==> config.mk <==
export PLATFORM = sky130hd
export DESIGN_NAME = spi_target_wb
export DESIGN_NICKNAME = d
export VERILOG_FILES = /design/src/rtl/spi_target_pkg.sv /design/src/rtl/spi_target_fifo.sv /design/src/rtl/spi_target_wb.sv
export SDC_FILE = /design/constraint.sdc
export NUM_CORES = 1
export LEC_CHECK = 0
export CAP_MARGIN = 0
export CORE_MARGIN = 5
export CORE_UTILIZATION = 35
export CTS_BUF_LIST = sky130_fd_sc_hd__clkbuf_16
export CTS_CLUSTER_SIZE = 10
export DETAILED_ROUTE_END_ITERATION = 8
export PLACE_DENSITY = 0.54
export RECOVER_POWER = 100
export SLEW_MARGIN = 10
export SYNTH_ARGS = -nofsm -noshare
export SYNTH_HDL_FRONTEND = slang
export SYNTH_SLANG_ARGS = --single-unit
==> constraint.sdc <==
create_clock -name wb_clk_i -period 3.9 [get_ports wb_clk_i]
set_clock_uncertainty 0.2 [all_clocks]
set_input_delay 0.78 -clock wb_clk_i [delete_from_list [all_inputs] [get_ports wb_clk_i]]
set_output_delay 0.78 -clock wb_clk_i [all_outputs]
set_load 0.01 [all_outputs]
==> src/rtl/spi_target_pkg.sv <==
// Shared constants for the SPI target: register offsets, STATUS/FLAGS bit positions, frame width.
package spi_target_pkg;

    localparam int FRAME_W = 8;

    // Register word index, taken from wbs_adr_i[4:2]
    localparam logic [2:0] REG_RXDATA = 3'd0;
    localparam logic [2:0] REG_TXDATA = 3'd1;
    localparam logic [2:0] REG_STATUS = 3'd2;
    localparam logic [2:0] REG_IER    = 3'd3;
    localparam logic [2:0] REG_FLAGS  = 3'd4;

    localparam int ST_RXNE   = 0;
    localparam int ST_RXFULL = 1;
    localparam int ST_TXE    = 2;
    localparam int ST_TXFULL = 3;
    localparam int ST_BUSY   = 4;

    localparam int FL_RXNE  = 0;
    localparam int FL_TXE   = 1;
    localparam int FL_RXOVF = 2;
    localparam int FL_TXUDR = 3;
    localparam int FL_ABORT = 4;

endpackage

==> src/rtl/spi_target_fifo.sv <==
// Synchronous FIFO with first-word fall-through read data; push and pop in the same cycle both apply.
module spi_target_fifo #(
    parameter int DEPTH = 8,
    parameter int WIDTH = 8
) (
    input  logic                     clk,
    input  logic                     rst,
    input  logic                     push,
    input  logic [WIDTH-1:0]         wdata,
    input  logic                     pop,
    output logic [WIDTH-1:0]         rdata,
    output logic                     full,
    output logic                     empty,
    output logic [$clog2(DEPTH):0]   count
);

    localparam int AW = $clog2(DEPTH);
    localparam logic [AW:0] FULL_CNT = DEPTH[AW:0];

    logic [WIDTH-1:0] mem [DEPTH];
    logic [AW-1:0]    wr_ptr;
    logic [AW-1:0]    rd_ptr;
    logic [AW:0]      cnt;
    logic             do_push;
    logic             do_pop;

    assign empty   = (cnt == '0);
    assign full    = (cnt == FULL_CNT);
    assign count   = cnt;
    assign rdata   = mem[rd_ptr];
    assign do_pop  = pop & ~empty;
    // A full FIFO still accepts a push when a pop frees a slot in the same cycle
    assign do_push = push & (~full | do_pop);

    always_ff @(posedge clk) begin
        if (do_push) begin
            mem[wr_ptr] <= wdata;
        end
    end

    always_ff @(posedge clk) begin
        if (rst) begin
            wr_ptr <= '0;
            rd_ptr <= '0;
            cnt    <= '0;
        end else begin
            if (do_push) begin
                wr_ptr <= wr_ptr + 1'b1;
            end
            if (do_pop) begin
                rd_ptr <= rd_ptr + 1'b1;
            end
            case ({do_push, do_pop})
                2'b10:   cnt <= cnt + 1'b1;
                2'b01:   cnt <= cnt - 1'b1;
                default: cnt <= cnt;
            endcase
        end
    end

endmodule

==> src/rtl/spi_target_wb.sv <==
// Wishbone SPI target: oversampled mode-0 SPI slave (MSB first, 8-bit frames) with RX/TX FIFOs,
// a small register file and a level interrupt.
module spi_target_wb
    import spi_target_pkg::*;
#(
    parameter int         FIFO_DEPTH = 8,
    parameter logic [7:0] FILL_BYTE  = 8'hFF
) (
    input  logic        wb_clk_i,
    input  logic        wb_rst_i,
    input  logic        wbs_cyc_i,
    input  logic        wbs_stb_i,
    input  logic        wbs_we_i,
    input  logic [3:0]  wbs_sel_i,
    input  logic [31:0] wbs_adr_i,
    input  logic [31:0] wbs_dat_i,
    output logic [31:0] wbs_dat_o,
    output logic        wbs_ack_o,
    output logic        irq,
    input  logic        spi_sck,
    input  logic        spi_ss,
    input  logic        spi_mosi,
    output logic        spi_miso,
    output logic        spi_miso_oe
);

    localparam int CW = $clog2(FIFO_DEPTH) + 1;
    localparam int BW = $clog2(FRAME_W);
    localparam logic [BW-1:0] LAST_BIT = BW'(FRAME_W - 1);

    logic [1:0] sck_s, ss_s, mosi_s;
    logic       sck_d, ss_d, mosi_d;
    logic       sck_rise, sck_fall, ss_rise, ss_fall;

    // The ss chain resets to "selected" so a frame already running at reset release shows
    // no falling edge and is ignored until ss goes high and falls again.
    always_ff @(posedge wb_clk_i) begin
        if (wb_rst_i) begin
            sck_s    <= '0;
            ss_s     <= '0;
            mosi_s   <= '0;
            sck_d    <= 1'b0;
            ss_d     <= 1'b0;
            mosi_d   <= 1'b0;
            sck_rise <= 1'b0;
            sck_fall <= 1'b0;
            ss_rise  <= 1'b0;
            ss_fall  <= 1'b0;
        end else begin
            sck_s    <= {sck_s[0], spi_sck};
            ss_s     <= {ss_s[0], spi_ss};
            mosi_s   <= {mosi_s[0], spi_mosi};
            sck_d    <= sck_s[1];
            ss_d     <= ss_s[1];
            mosi_d   <= mosi_s[1];
            sck_rise <= sck_s[1] & ~sck_d;
            sck_fall <= ~sck_s[1] & sck_d;
            ss_rise  <= ss_s[1] & ~ss_d;
            ss_fall  <= ~ss_s[1] & ss_d;
        end
    end

    logic               active;
    logic               byte_done;
    logic [BW-1:0]      bit_cnt;
    logic [FRAME_W-1:0] rx_sr;
    logic [FRAME_W-1:0] tx_sr;
    logic               miso_r;

    logic         rx_push, rx_pop, rx_full, rx_empty;
    logic [7:0]   rx_rdata, rx_byte;
    logic [CW-1:0] rx_count;
    logic         tx_push, tx_pop, tx_full, tx_empty;
    logic [7:0]   tx_rdata, load_byte;
    logic [CW-1:0] tx_count;
    logic         load_req, set_udr, set_ovf, set_abort, bit_edge;

    assign bit_edge  = active & ~ss_rise & ~ss_fall;
    assign load_req  = ss_fall | (bit_edge & sck_fall & byte_done);
    assign tx_pop    = load_req & ~tx_empty;
    assign load_byte = tx_empty ? FILL_BYTE : tx_rdata;
    assign set_udr   = load_req & tx_empty;
    assign rx_byte   = {rx_sr[FRAME_W-2:0], mosi_d};
    assign rx_push   = bit_edge & sck_rise & (bit_cnt == LAST_BIT);
    assign set_ovf   = rx_push & rx_full & ~rx_pop;
    assign set_abort = ss_rise & active & (bit_cnt != '0);

    always_ff @(posedge wb_clk_i) begin
        if (wb_rst_i) begin
            active    <= 1'b0;
            byte_done <= 1'b0;
            bit_cnt   <= '0;
            rx_sr     <= '0;
            tx_sr     <= '0;
            miso_r    <= 1'b0;
        end else if (ss_fall) begin
            active    <= 1'b1;
            byte_done <= 1'b0;
            bit_cnt   <= '0;
            tx_sr     <= load_byte;
            miso_r    <= load_byte[FRAME_W-1];
        end else if (ss_rise) begin
            active    <= 1'b0;
            byte_done <= 1'b0;
            bit_cnt   <= '0;
            miso_r    <= 1'b0;
        end else if (active) begin
            if (sck_rise) begin
                rx_sr     <= rx_byte;
                bit_cnt   <= bit_cnt + 1'b1;
                byte_done <= (bit_cnt == LAST_BIT);
            end else if (sck_fall) begin
                if (byte_done) begin
                    tx_sr     <= load_byte;
                    miso_r    <= load_byte[FRAME_W-1];
                    byte_done <= 1'b0;
                end else begin
                    tx_sr  <= {tx_sr[FRAME_W-2:0], 1'b0};
                    miso_r <= tx_sr[FRAME_W-2];
                end
            end
        end
    end

    assign spi_miso    = miso_r;
    assign spi_miso_oe = active;

    spi_target_fifo #(.DEPTH(FIFO_DEPTH), .WIDTH(8)) u_rx_fifo (
        .clk   (wb_clk_i),
        .rst   (wb_rst_i),
        .push  (rx_push),
        .wdata (rx_byte),
        .pop   (rx_pop),
        .rdata (rx_rdata),
        .full  (rx_full),
        .empty (rx_empty),
        .count (rx_count)
    );

    spi_target_fifo #(.DEPTH(FIFO_DEPTH), .WIDTH(8)) u_tx_fifo (
        .clk   (wb_clk_i),
        .rst   (wb_rst_i),
        .push  (tx_push),
        .wdata (wbs_dat_i[7:0]),
        .pop   (tx_pop),
        .rdata (tx_rdata),
        .full  (tx_full),
        .empty (tx_empty),
        .count (tx_count)
    );

    // Wishbone: a request is a cyc&stb seen while ack is low; it completes on the next edge.
    logic        wb_req, wb_rd, wb_wr;
    logic [2:0]  reg_sel;
    logic [4:0]  ier;
    logic [4:2]  sticky;
    logic [4:0]  flags;
    logic [15:0] status;
    logic [31:0] rd_data;
    logic [4:2]  w1c;

    assign wb_req  = wbs_cyc_i & wbs_stb_i & ~wbs_ack_o;
    assign wb_rd   = wb_req & ~wbs_we_i;
    assign wb_wr   = wb_req & wbs_we_i & wbs_sel_i[0];
    assign reg_sel = wbs_adr_i[4:2];
    assign rx_pop  = wb_rd & (reg_sel == REG_RXDATA) & ~rx_empty;
    assign tx_push = wb_wr & (reg_sel == REG_TXDATA);
    assign w1c     = (wb_wr && reg_sel == REG_FLAGS) ? wbs_dat_i[4:2] : 3'b000;

    always_comb begin
        flags           = '0;
        flags[FL_RXNE]  = ~rx_empty;
        flags[FL_TXE]   = tx_empty;
        flags[FL_RXOVF] = sticky[FL_RXOVF];
        flags[FL_TXUDR] = sticky[FL_TXUDR];
        flags[FL_ABORT] = sticky[FL_ABORT];
        status            = '0;
        status[ST_RXNE]   = ~rx_empty;
        status[ST_RXFULL] = rx_full;
        status[ST_TXE]    = tx_empty;
        status[ST_TXFULL] = tx_full;
        status[ST_BUSY]   = active;
        status[15:8]      = 8'(rx_count);
    end

    always_comb begin
        rd_data = '0;
        case (reg_sel)
            REG_RXDATA: rd_data = rx_empty ? 32'h0 : {24'h0, rx_rdata};
            REG_STATUS: rd_data = {16'h0, status};
            REG_IER:    rd_data = {27'h0, ier};
            REG_FLAGS:  rd_data = {27'h0, flags};
            default:    rd_data = '0;
        endcase
    end

    always_ff @(posedge wb_clk_i) begin
        if (wb_rst_i) begin
            wbs_ack_o <= 1'b0;
            wbs_dat_o <= '0;
            ier       <= '0;
            sticky    <= '0;
            irq       <= 1'b0;
        end else begin
            wbs_ack_o <= wb_req;
            wbs_dat_o <= wb_rd ? rd_data : 32'h0;
            if (wb_wr && reg_sel == REG_IER) begin
                ier <= wbs_dat_i[4:0];
            end
            // Clear first, then OR in new events so a coincident set survives
            sticky <= (sticky & ~w1c) | {set_abort, set_udr, set_ovf};
            irq    <= |(flags & ier);
        end
    end

    logic unused_bits;
    assign unused_bits = ^{wbs_adr_i[31:5], wbs_adr_i[1:0], wbs_dat_i[31:8], wbs_sel_i[3:1],
                           tx_count, tx_sr[FRAME_W-1]};

endmodule
==> Word-level counts from Yosys, hierarchy flattened <==
Memory sizes are Yosys's and may differ from the RTL's. A register that Yosys moved wholly into a read port is not among the register bits.
Cells that the tools add are included.
{ "totals": {"regBits": 95, "latch_bits": 0, "ram_bits": 128, "mem_bits_ro": 0, "out_inout_bits": 36, "elab_cells": 153, "mem_count": 2} }
{ "classes": {"addsub": 9, "mul": 0, "div_mod_pow": 0, "n_lt_le_gt_ge": 0, "n_eq_ne": 14, "n_shift": 0, "muxes": 30, "bitwise": 49, "reduce_logical": 22} }
{ "memory_table": {"columns": ["name", "words", "word_bits", "rd", "rd_clocked_by_memory_dff", "write_ports", "line", "text"], "rows": [
  ["u_rx_fifo.mem", 8, 8, 1, 1, 1, "spi_target_fifo.sv:20", "logic [WIDTH-1:0] mem [DEPTH];"],
  ["u_tx_fifo.mem", 8, 8, 1, 1, 1, "spi_target_fifo.sv:20", null]
]} }
{ "op_table": {"columns": ["cell", "n"], "rows": [
  ["one-hot mux 12 bit (4 select lines)", 1],
  ["2-to-1 mux 7 bit", 6],
  ["AND 1 bit", 28],
  ["2-to-1 mux 8 bit", 2],
  ["one-hot mux 4 bit (2 select lines)", 2],
  ["adder 3 x 1 -> 3 bit (second input constant)", 5],
  ["2-to-1 mux 3 bit", 5],
  ["2-to-1 mux 1 bit", 14],
  ["inverter 1 bit", 14],
  ["nonzero test 2 bit", 6],
  ["nonzero test 3 bit", 3],
  ["adder 4 x 1 -> 4 bit (second input constant)", 2],
  ["equality test 4 bit (second input constant)", 2],
  ["zero test 4 bit", 2],
  ["AND reduction 4 bit", 2],
  ["subtractor 4 x 1 -> 4 bit (second input constant)", 2],
  ["equality test 3 x 2 -> 1 bit (second input constant)", 2],
  ["equality test 3 bit (second input constant)", 2],
  ["AND 5 bit", 1],
  ["OR reduction 5 bit", 1],
  ["equality test 2 x 1 -> 1 bit (second input constant)", 2],
  ["equality test 2 bit (second input constant)", 2],
  ["!= test 2 x 1 -> 1 bit (second input constant)", 2],
  ["AND reduction 2 bit", 2],
  ["11 further kinds", 14]
]} }

==> Depth between registers and ports, before layout <==
Gate-level depths: netlist (run 1).
{ "depth": {"ltp_word": 12, "ltp_mapped": 12} }

==> Cells and area by module <==
From an unflattened synthesis (run 1), not the netlist that was laid out.
{ "unflattened": {"hier_cells": 617, "area_unflattened_um2": 8939.8} }
{ "by_module_without_submodules": {"columns": ["module", "instances", "cells_each", "area_per_inst_um2", "seq_area_each_um2"], "rows": [
  ["spi_target_fifo", 2, 176, 3203.1, 2182.1],
  ["spi_target_wb", 1, 265, 2533.7, 1101.1]
]} }

==> Worst setup path before layout (run 1) <==
No wires, ideal clock.
{ "synth_path": {"path_type": "input -> register", "startpoint": "in wbs_adr_i[4]", "endpoint": "mem u_rx_fifo.mem[2][0], enable pin", "setup_time_ns": 0.398, "arrival_time_ns": 2.454, "t_required_ns": 3.302, "path_slack_ns": 0.848, "stages": 4, "n_path_buf": 0, "cell_sequence": "nor3_2 > a31o_2 > nand2_1 > nor4b_1"} }
{ "synth_via": {"elab_chain_cells": 8} }
{ "synth_rtl": {"columns": ["item", "line", "text"], "rows": [
  ["start: declaration", "spi_target_wb.sv:15", "input logic [31:0] wbs_adr_i,"],
  ["zero test 3 bit", "spi_target_wb.sv:166", "assign rx_pop = wb_rd & (reg_sel == REG_RXDATA) & ~rx_empty;"],
  ["AND 1 bit (2 in series)", "spi_target_wb.sv:166", null],
  ["AND 1 bit", "spi_target_fifo.sv:31", "assign do_pop = pop & ~empty;"],
  ["OR 1 bit", "spi_target_fifo.sv:33", "assign do_push = push & (~full | do_pop);"],
  ["AND 1 bit", "spi_target_fifo.sv:33", null],
  ["2-to-1 mux 1 bit", "spi_target_fifo.sv:36", "if (do_push) begin"],
  ["2-to-1 mux 1 bit (implied by the code)", "spi_target_fifo.sv:37", "mem[wr_ptr] <= wdata;"],
  ["end: declaration", "spi_target_fifo.sv:20", null]
]} }
No other way between the ends.

==> Final worst setup path (run 1) <==
{ "layout_path": {"startpoint": "in wbs_adr_i[2]", "endpoint": "reg u_rx_fifo.cnt[2] (netlist: u_rx_fifo.count[2])"} }
{ "layout_via": {"elab_chain_cells": 8, "elab_cells_between_ends": 10} }
{ "layout_rtl": {"columns": ["item", "line", "text"], "rows": [
  ["zero test 3 bit (*)", "spi_target_wb.sv:166", null],
  ["AND 1 bit (*) (2 in series)", "spi_target_wb.sv:166", null],
  ["AND 1 bit (*)", "spi_target_fifo.sv:31", null],
  ["OR 1 bit", "spi_target_fifo.sv:33", null],
  ["AND 1 bit", "spi_target_fifo.sv:33", null],
  ["equality test 2 x 1 -> 1 bit / equality test 2 bit (equally long branches)", "spi_target_fifo.sv:53", "case ({do_push, do_pop})"],
  ["one-hot mux 4 bit (2 select lines) / nonzero test 2 bit (equally long branches)", null, null],
  ["end signal: assignment", "spi_target_fifo.sv:54", "2'b10: cnt <= cnt + 1'b1;"],
  ["end signal: assignment", "spi_target_fifo.sv:55", "2'b01: cnt <= cnt - 1'b1;"],
  ["end signal: assignment", "spi_target_fifo.sv:56", "default: cnt <= cnt;"],
  ["end: declaration", "spi_target_fifo.sv:23", "logic [AW:0] cnt;"]
]} }
Mark *: on every way between the ends. The rest lies on a longest branch, timed or not.
A chain may end at the register's enable or synchronous reset.

==> results of run 1 <==
final cells by class:
class                      instances  area share
clock buffer                      25      0.0634
sequential                       209       0.554
clock inverter                    21     0.00888
tap                              324      0.0411
multi-input combinational        355       0.285
inverter                           8     0.00305
timing repair buffer              57      0.0445
cells in the final DEF (no fill, tap or decap), types with 5 or more instances in the layout:
cell type and n:
a211oi_1 7, a21oi_1 15, clkbuf_1 19, clkbuf_16 25, clkdlybuf4s50_1 9, conb_1 20, dfxtp_1 81, dlygate4sd3_1 25
edfxtp_1 128, ha_1 13, inv_1 25, mux2i_1 32, mux4_2 29, nand2_1 21, nand3_1 10, nor2_1 52
nor2b_1 22, nor3_1 10, nor3b_1 5, nor4_1 5, nor4b_1 7, o21ai_0 17, o22ai_1 7, or4_1 7
xor2_1 10
where the power goes:
part	internal (mW)	switching, mW
Sequential	2.34	0.00531
Combinational	0.0280	0.0538
Clock	1.15	0.841
Total	3.52	0.900
critical path, cell delays in order:
cell	delay, ns
clkdlybuf4s50_1	0.48
clkbuf_1	0.43
nor3_1	0.14
a31o_2	0.31
nand2_1	0.21
ha_1	0.31
xor2_1	0.17
ha_1	0.16
a21oi_1	0.04
xor2_1	0.16
or3_1	0.32
a21oi_1	0.14
cells by family (layout without fill, tap and decap cells):
logic type	count (synthesis)	in the layout	synth area share
other	1	20	0.000438
DFF	209	209	0.639
and+or+nand+nor	172	172	0.115
xor gates and xnor gates	11	11	0.0113
buffers and inverters	57	111	0.0374
muxes	65	65	0.119
adders and majority gates	13	13	0.0190
AOI/OAI and AO/OA	74	74	0.0591
registers in the layout, indices dropped and copies added (netlist names), 2 cells and up, named ones only:
signal            cells
u_rx_fifo.mem        64
u_tx_fifo.mem        64
wbs_dat_o            12
rx_sr                 7
tx_sr                 7
ier                   5
u_rx_fifo.count       4
u_tx_fifo.count       4
bit_cnt               3
sticky                3
u_rx_fifo.rd_ptr      3
u_rx_fifo.wr_ptr      3
u_tx_fifo.rd_ptr      3
u_tx_fifo.wr_ptr      3
mosi_s                2
sck_s                 2
ss_s                  2
layer usage:
metal,vias up,track usage,share of wire
met3,30,0.0202,0.030
met1,2532,0.165,0.45
li1,2358,-,-
met2,74,0.216,0.50
met5,-,0,0
met4,0,0.0327,0.025
worst max path at each step:
stage / start / end / slack (ns) / cells after the start
floorplan: wbs_adr_i[4] / u_rx_fifo.mem[2][0] / 0.85 / 4
global placement: wbs_cyc_i / u_tx_fifo.count[2] / 0.35 / 12
detailed placement: wbs_stb_i / u_rx_fifo.count[2] / 0.24 / 11
CTS: u_rx_fifo.count[0] / u_rx_fifo.count[2] / 0.65 / 10
global route: wbs_adr_i[2] / u_rx_fifo.count[2] / 0.25 / 12
finish: wbs_adr_i[2] / u_rx_fifo.count[2] / 0.46 / 12
metrics by stage:
step	setup slack [ns]	instances	util
2_1_floorplan	0.848	621	-
3_5_place_dp	0.239	953	0.384
4_1_cts	0.650	999	0.414
6_report	0.463	999	0.408
3_3_place_gp	0.345	953	0.384
5_1_grt	0.250	999	0.408
==> flow_metrics.py, run 1 <==
metrics = {
    "yosys": {
        "synth_top_area_frac": 0.449,
        "synth_cells": 602,
        "yosys-top-cells-area": "edfxtp_1 45%, dfxtp_1 19%, mux4_2 7.6%",
        "ys.flop_type": "edfxtp_1",
        "yosysMostFrequentCell": "edfxtp_1",
        "synth_commonest_cells": "128 x edfxtp_1, 81 x dfxtp_1, 52 x nor2_1",
        "synth_seq_cells": 209,
        "synth_seq_area_share": 0.639,
        "ys_warn_count": 0,
        "netlist_area_um2": 8560,
        "async_flop_share": 0,
        "syn_area_per_cell_um2": 14.2,
        "synth_top_area_cell": "edfxtp_1",
        "synth_cell_types": 65,
        "synth_edf_count": 128,
    },
    "global_routing": {
        "antenna_found_initial": 0,
        "grt_start_max_net_pins": 56,
        "grt_pass1_wl_mm": 28.2,
        "grt_pass1_vias": 5003,
        "grtUsageTotal": 0.125,
        "grt_overflow": 0,
    },
    "floorplanning": {
        "die_width_um": 166,
        "start_util": 0.354,
        "num_rows": 57,
        "fp.coreArea_um2": 24200,
        "die_y_um": 166,
        "io_pins": 112,
        "fp.dieArea_um2": 27700,
    },
    "place": {
        "routabilityCongestion": 0.775,
        "dpl.hpwl_mm": 11.8,
        "place_area_um2": 9290,
        "port_buffers": 35,
    },
    "timing": {
        "whs_ns": 0.204,
        "period_share": 0.881,
        "hold_viol_final": 0,
        "fin_crit_ns": 3.44,
        "rsz0062_at_grt": "false",
        "tightest_slew_ns": 1.16,
        "finalMaxSlewViolations": 0,
        "timing.slew.headroom": 0.225,
        "fmax_ghz": 0.291,
        "tns_ns": 0,
        "setup_violations": 0,
    },
    "cells_and_area": {
        "drive_above_1_share": 0.110,
        "layout.nets": 745,
        "multi_input_area_um2": 2810,
        "diodes": 0,
        "nFillCells": 2266,
        "stdcell_area_um2": 9860,
        "synthToLayoutAreaGrowth_pct": 15.2,
        "register_area_um2": 5470,
    },
    "hold_path": {
        "min_path_cells": 1,
        "holdCritStartpoint": "ss_d",
        "min_path_type": "flip-flop to flip-flop",
        "whs_endpoint": "ss_rise",
    },
    "clock_network": {
        "tritoncts": "done",
        "clkTransAtPathRegs_ns": 0.05,
        "numCtsBuffers": 25,
        "cts_setup_buffers": 0,
        "clock-root-buffer": "clkbuf_16",
        "cts_buffer_depth": 3,
        "htree_levels": 1,
        "ctsResizeCount": 0,
        "clk_latency_ns": 0.51,
        "hold_buffers": 0,
        "clock-sinks": 209,
    },
    "routing": {
        "viasPerCell": 5.00,
        "first_pass_iters": 6,
        "routed_wl_mm": 17.6,
        "routedWlPerCell_um": 17.7,
        "vias": 4994,
        "drt_iter0_markers": 269,
        "ant_nets": 0,
        "post-route-drc-count": 0,
    },
    "outcome": {
        "status": "complete, no violations",
    },
    "setup_path": {
        "required_ns": 4.12,
        "setup.worst_path.class": "primary input to flip-flop",
        "r2r_end": "u_tx_fifo.count[2]",
        "worstReg2RegStart": "u_tx_fifo.count[1]",
        "cp_max_fo": 12,
        "arrival_ns": 3.66,
        "crit_path_end_kind": "flip-flop",
        "rr_worst_depth": 11,
        "rrSetupSlack_ns": 0.56,
        "cp-start-kind": "primary input",
    },
    "flow_run": {
        "drv_cap": 0,
    },
    "power_and_ir_drop": {
        "p_leak_nw": 3.34,
        "vdd_ir_drop_max_mv": 0.304,
        "power.density_nw_per_um2": 448,
        "report.power.total_mw": 4.42,
    },
}
No activity file was read; power rests on OpenSTA's default activity.
==> run 2, diff against run 1 <==
--- a/config.mk
+++ b/config.mk
@@ -9,9 +9,10 @@
 export CORE_MARGIN = 5
 export CORE_UTILIZATION = 35
 export CTS_BUF_LIST = sky130_fd_sc_hd__clkbuf_16
+export CTS_CLUSTER_DIAMETER = 40
 export CTS_CLUSTER_SIZE = 10
 export DETAILED_ROUTE_END_ITERATION = 8
-export PLACE_DENSITY = 0.54
+export PLACE_DENSITY_LB_ADDON = 0.12
 export RECOVER_POWER = 100
 export SLEW_MARGIN = 10
 export SYNTH_ARGS = -nofsm -noshare
==> run 2 against run 1 <==
The run now ends with max-capacitance violations, max-slew violations left; worst hold slack improved by 0.0030 ns; combinational power rose by 1%; die area did not move; sequential share of layout area fell by 1.6 points; clock-buffer cell count rose by 5.
==> flow_metrics.py, run 2 (synthesized netlist as in run 1, its figures left out) <==
metrics = {
    "cells_and_area": {
        "drive_above_1_share": 0.138,
        "nFillCells": 2229,
        "stdcell_area_um2": 10200,
        "layout.nets": 752,
        "synthToLayoutAreaGrowth_pct": 18.6,
        "final_cell_mix": "128 x edfxtp_1, 81 x dfxtp_1, 52 x nor2_1, 32 x mux2i_1, 30 x clkbuf_16",
        "reg_top3": "u_rx_fifo.mem (64), u_tx_fifo.mem (64), wbs_dat_o (12)",
        "diodes": 0,
        "mostFrequentLayoutCell": "edfxtp_1",
    },
    "floorplanning": {
        "start_util": 0.354,
        "num_rows": 57,
        "fp.coreArea_um2": 24200,
        "io_pins": 112,
        "die_width_um": 166,
        "die_y_um": 166,
        "fp.dieArea_um2": 27700,
    },
    "power_and_ir_drop": {
        "report.power.total_mw": 4.96,
        "clkPwrFrac": 0.510,
        "seqPwrFrac": 0.473,
        "intPower_mw": 3.96,
        "switching_share": 0.201,
        "p_leak_nw": 3.45,
        "power_frac_comb": 0.017,
        "switchingPower_mw": 0.999,
        "vdd_ir_drop_max_mv": 0.304,
        "power.density_nw_per_um2": 488,
    },
    "hold_path": {
        "holdCritStartpoint": "sck_d",
        "min_path_type": "flip-flop to flip-flop",
    },
    "timing": {
        "finalMaxSlewViolations": 34,
        "tightest_slew_ns": 1.58,
        "whs_ns": 0.207,
        "setup_violations": 0,
        "timing.slew.headroom": -0.0521,
        "hold_viol_final": 0,
        "fmax_ghz": 0.297,
        "fin_crit_ns": 3.37,
        "rsz0062_at_grt": "false",
        "period_share": 0.863,
        "tns_ns": 0,
    },
    "clock_network": {
        "clock-sinks": 209,
        "cts_setup_buffers": 0,
        "ctsResizeCount": 0,
        "clkTransAtPathRegs_ns": 0.05,
        "hold_buffers": 0,
        "clk_latency_ns": 0.55,
        "cts_buffer_depth": 3,
        "htree_levels": 1,
        "tritoncts": "done",
        "clock-root-buffer": "clkbuf_16",
        "numCtsBuffers": 30,
    },
    "setup_path": {
        "setup.worst_path.class": "primary input to flip-flop",
        "rr_worst_depth": 11,
        "arrival_ns": 3.62,
        "required_ns": 4.16,
        "crit_start": "wbs_adr_i[3]",
        "critPathTopFamily": "simple AND/OR/NAND/NOR gates",
        "worstReg2RegStart": "u_tx_fifo.count[0]",
        "cp-start-kind": "primary input",
        "crit_chain": "dlygate4sd3_1 > nor3_1 > a31o_2 > nand2_1 > ha_1 > xor2_1 > ha_1 > a21oi_1 > xor2_1 > or3_1 > a21oi_1",
        "critPathBufInv": 1,
        "slowest_stage": "dlygate4sd3_1",
        "rrSetupSlack_ns": 0.54,
        "cpPeakStageDelay_ns": 0.63,
        "crit_path_end_kind": "flip-flop",
        "crit_end": "u_rx_fifo.count[2]",
        "r2r_end": "u_tx_fifo.count[2]",
        "cp.depth": 11,
        "cp_max_fo": 6,
    },
    "routing": {
        "routedWlPerCell_um": 18.4,
        "post-route-drc-count": 0,
        "viasPerCell": 4.97,
        "first_pass_iters": 4,
        "vias": 5019,
        "routed_wl_mm": 18.6,
        "ant_nets": 0,
        "drt_iter0_markers": 251,
    },
    "global_routing": {
        "grt_overflow": 0,
        "antenna_found_initial": 0,
        "grt_pass1_vias": 5152,
        "gr-usage-met2": 0.232,
        "grt_pass1_wl_mm": 29.2,
        "busiest_layer": "met2",
        "grtUsageTotal": 0.132,
        "grt_start_max_net_pins": 44,
        "grtUsageMet3": 0.0286,
        "grtUsageMet1": 0.165,
    },
    "flow_run": {
        "drv_cap": 1,
    },
    "place": {
        "dpl.hpwl_mm": 12.3,
        "place_area_um2": 9300,
        "routabilityCongestion": 0.802,
        "port_buffers": 35,
    },
    "outcome": {
        "violations": "max-capacitance violations, max-slew violations",
        "status": "complete, but fails checks",
    },
}
## run 2: changes by cell type in the layout (fill, tap and decap cells not counted), moves of 2 or more
cell,previous run,this run
inv_1,25,18
clkinv_1,0,2
clkinvlp_4,0,3
bufinv_16,0,3
buf_4,3,7
clkbuf_1,19,17
clkbuf_16,25,30
## run 2: how the worst min path moves through the flow
stage / cells past startpoint / to / slack [ns]
final: 1 / sck_rise / 0.21
after global routing: 1 / sck_rise / 0.23
after CTS: 1 / ss_rise / 0.21
after detailed placement: 1 / sck_rise / 0.20
after global placement: 1 / ss_rise / 0.19
after floorplan: 1 / sck_rise / 0.18
## run 2: power by group through the flow
stage          Combinational (mW)  Sequential [mW]  Clock [mW]
3_5_place_dp               0.0857             2.39           0
3_3_place_gp               0.0841             2.39           0
5_1_grt                    0.0913             2.34        2.71
2_1_floorplan              0.0572             2.39           0
4_1_cts                    0.0860             2.34        2.60
6_report                   0.0828             2.35        2.53
## run 2: metal layers
layer,share of wire,vias up
li1,-,2372
met4,0.021,0
met5,0,-
met1,0.43,2490
met2,0.51,124
met3,0.047,33
## run 2: area by class of cell
cell class	count	area [um2]	area share
clock buffer	30	751	0.0739
clock inverter	25	211	0.0208
inverter	8	30.0	0.00296
multi-input combinational	355	2830	0.279
sequential	209	5470	0.538
tap	324	405	0.0399
timing repair buffer	59	462	0.0455
## run 2: metrics by stage
step	instances	util	worst slack [ns]
3_5_place_dp	955	0.385	0.153
4_1_cts	1010	0.424	0.608
3_3_place_gp	955	0.385	0.258
5_1_grt	1010	0.420	0.294
6_report	1010	0.420	0.534
2_1_floorplan	621	-	0.848
==> run 3, diff against run 2 <==
--- a/config.mk
+++ b/config.mk
@@ -12,9 +12,10 @@
 export CTS_CLUSTER_DIAMETER = 40
 export CTS_CLUSTER_SIZE = 10
 export DETAILED_ROUTE_END_ITERATION = 8
+export HOLD_SLACK_MARGIN = 0.1
 export PLACE_DENSITY_LB_ADDON = 0.12
 export RECOVER_POWER = 100
-export SLEW_MARGIN = 10
+export SLEW_MARGIN = 20
 export SYNTH_ARGS = -nofsm -noshare
 export SYNTH_HDL_FRONTEND = slang
 export SYNTH_SLANG_ARGS = --single-unit
==> results of run 3 <==
No change in the layout: final DEF, timing and power equal those of run 2.
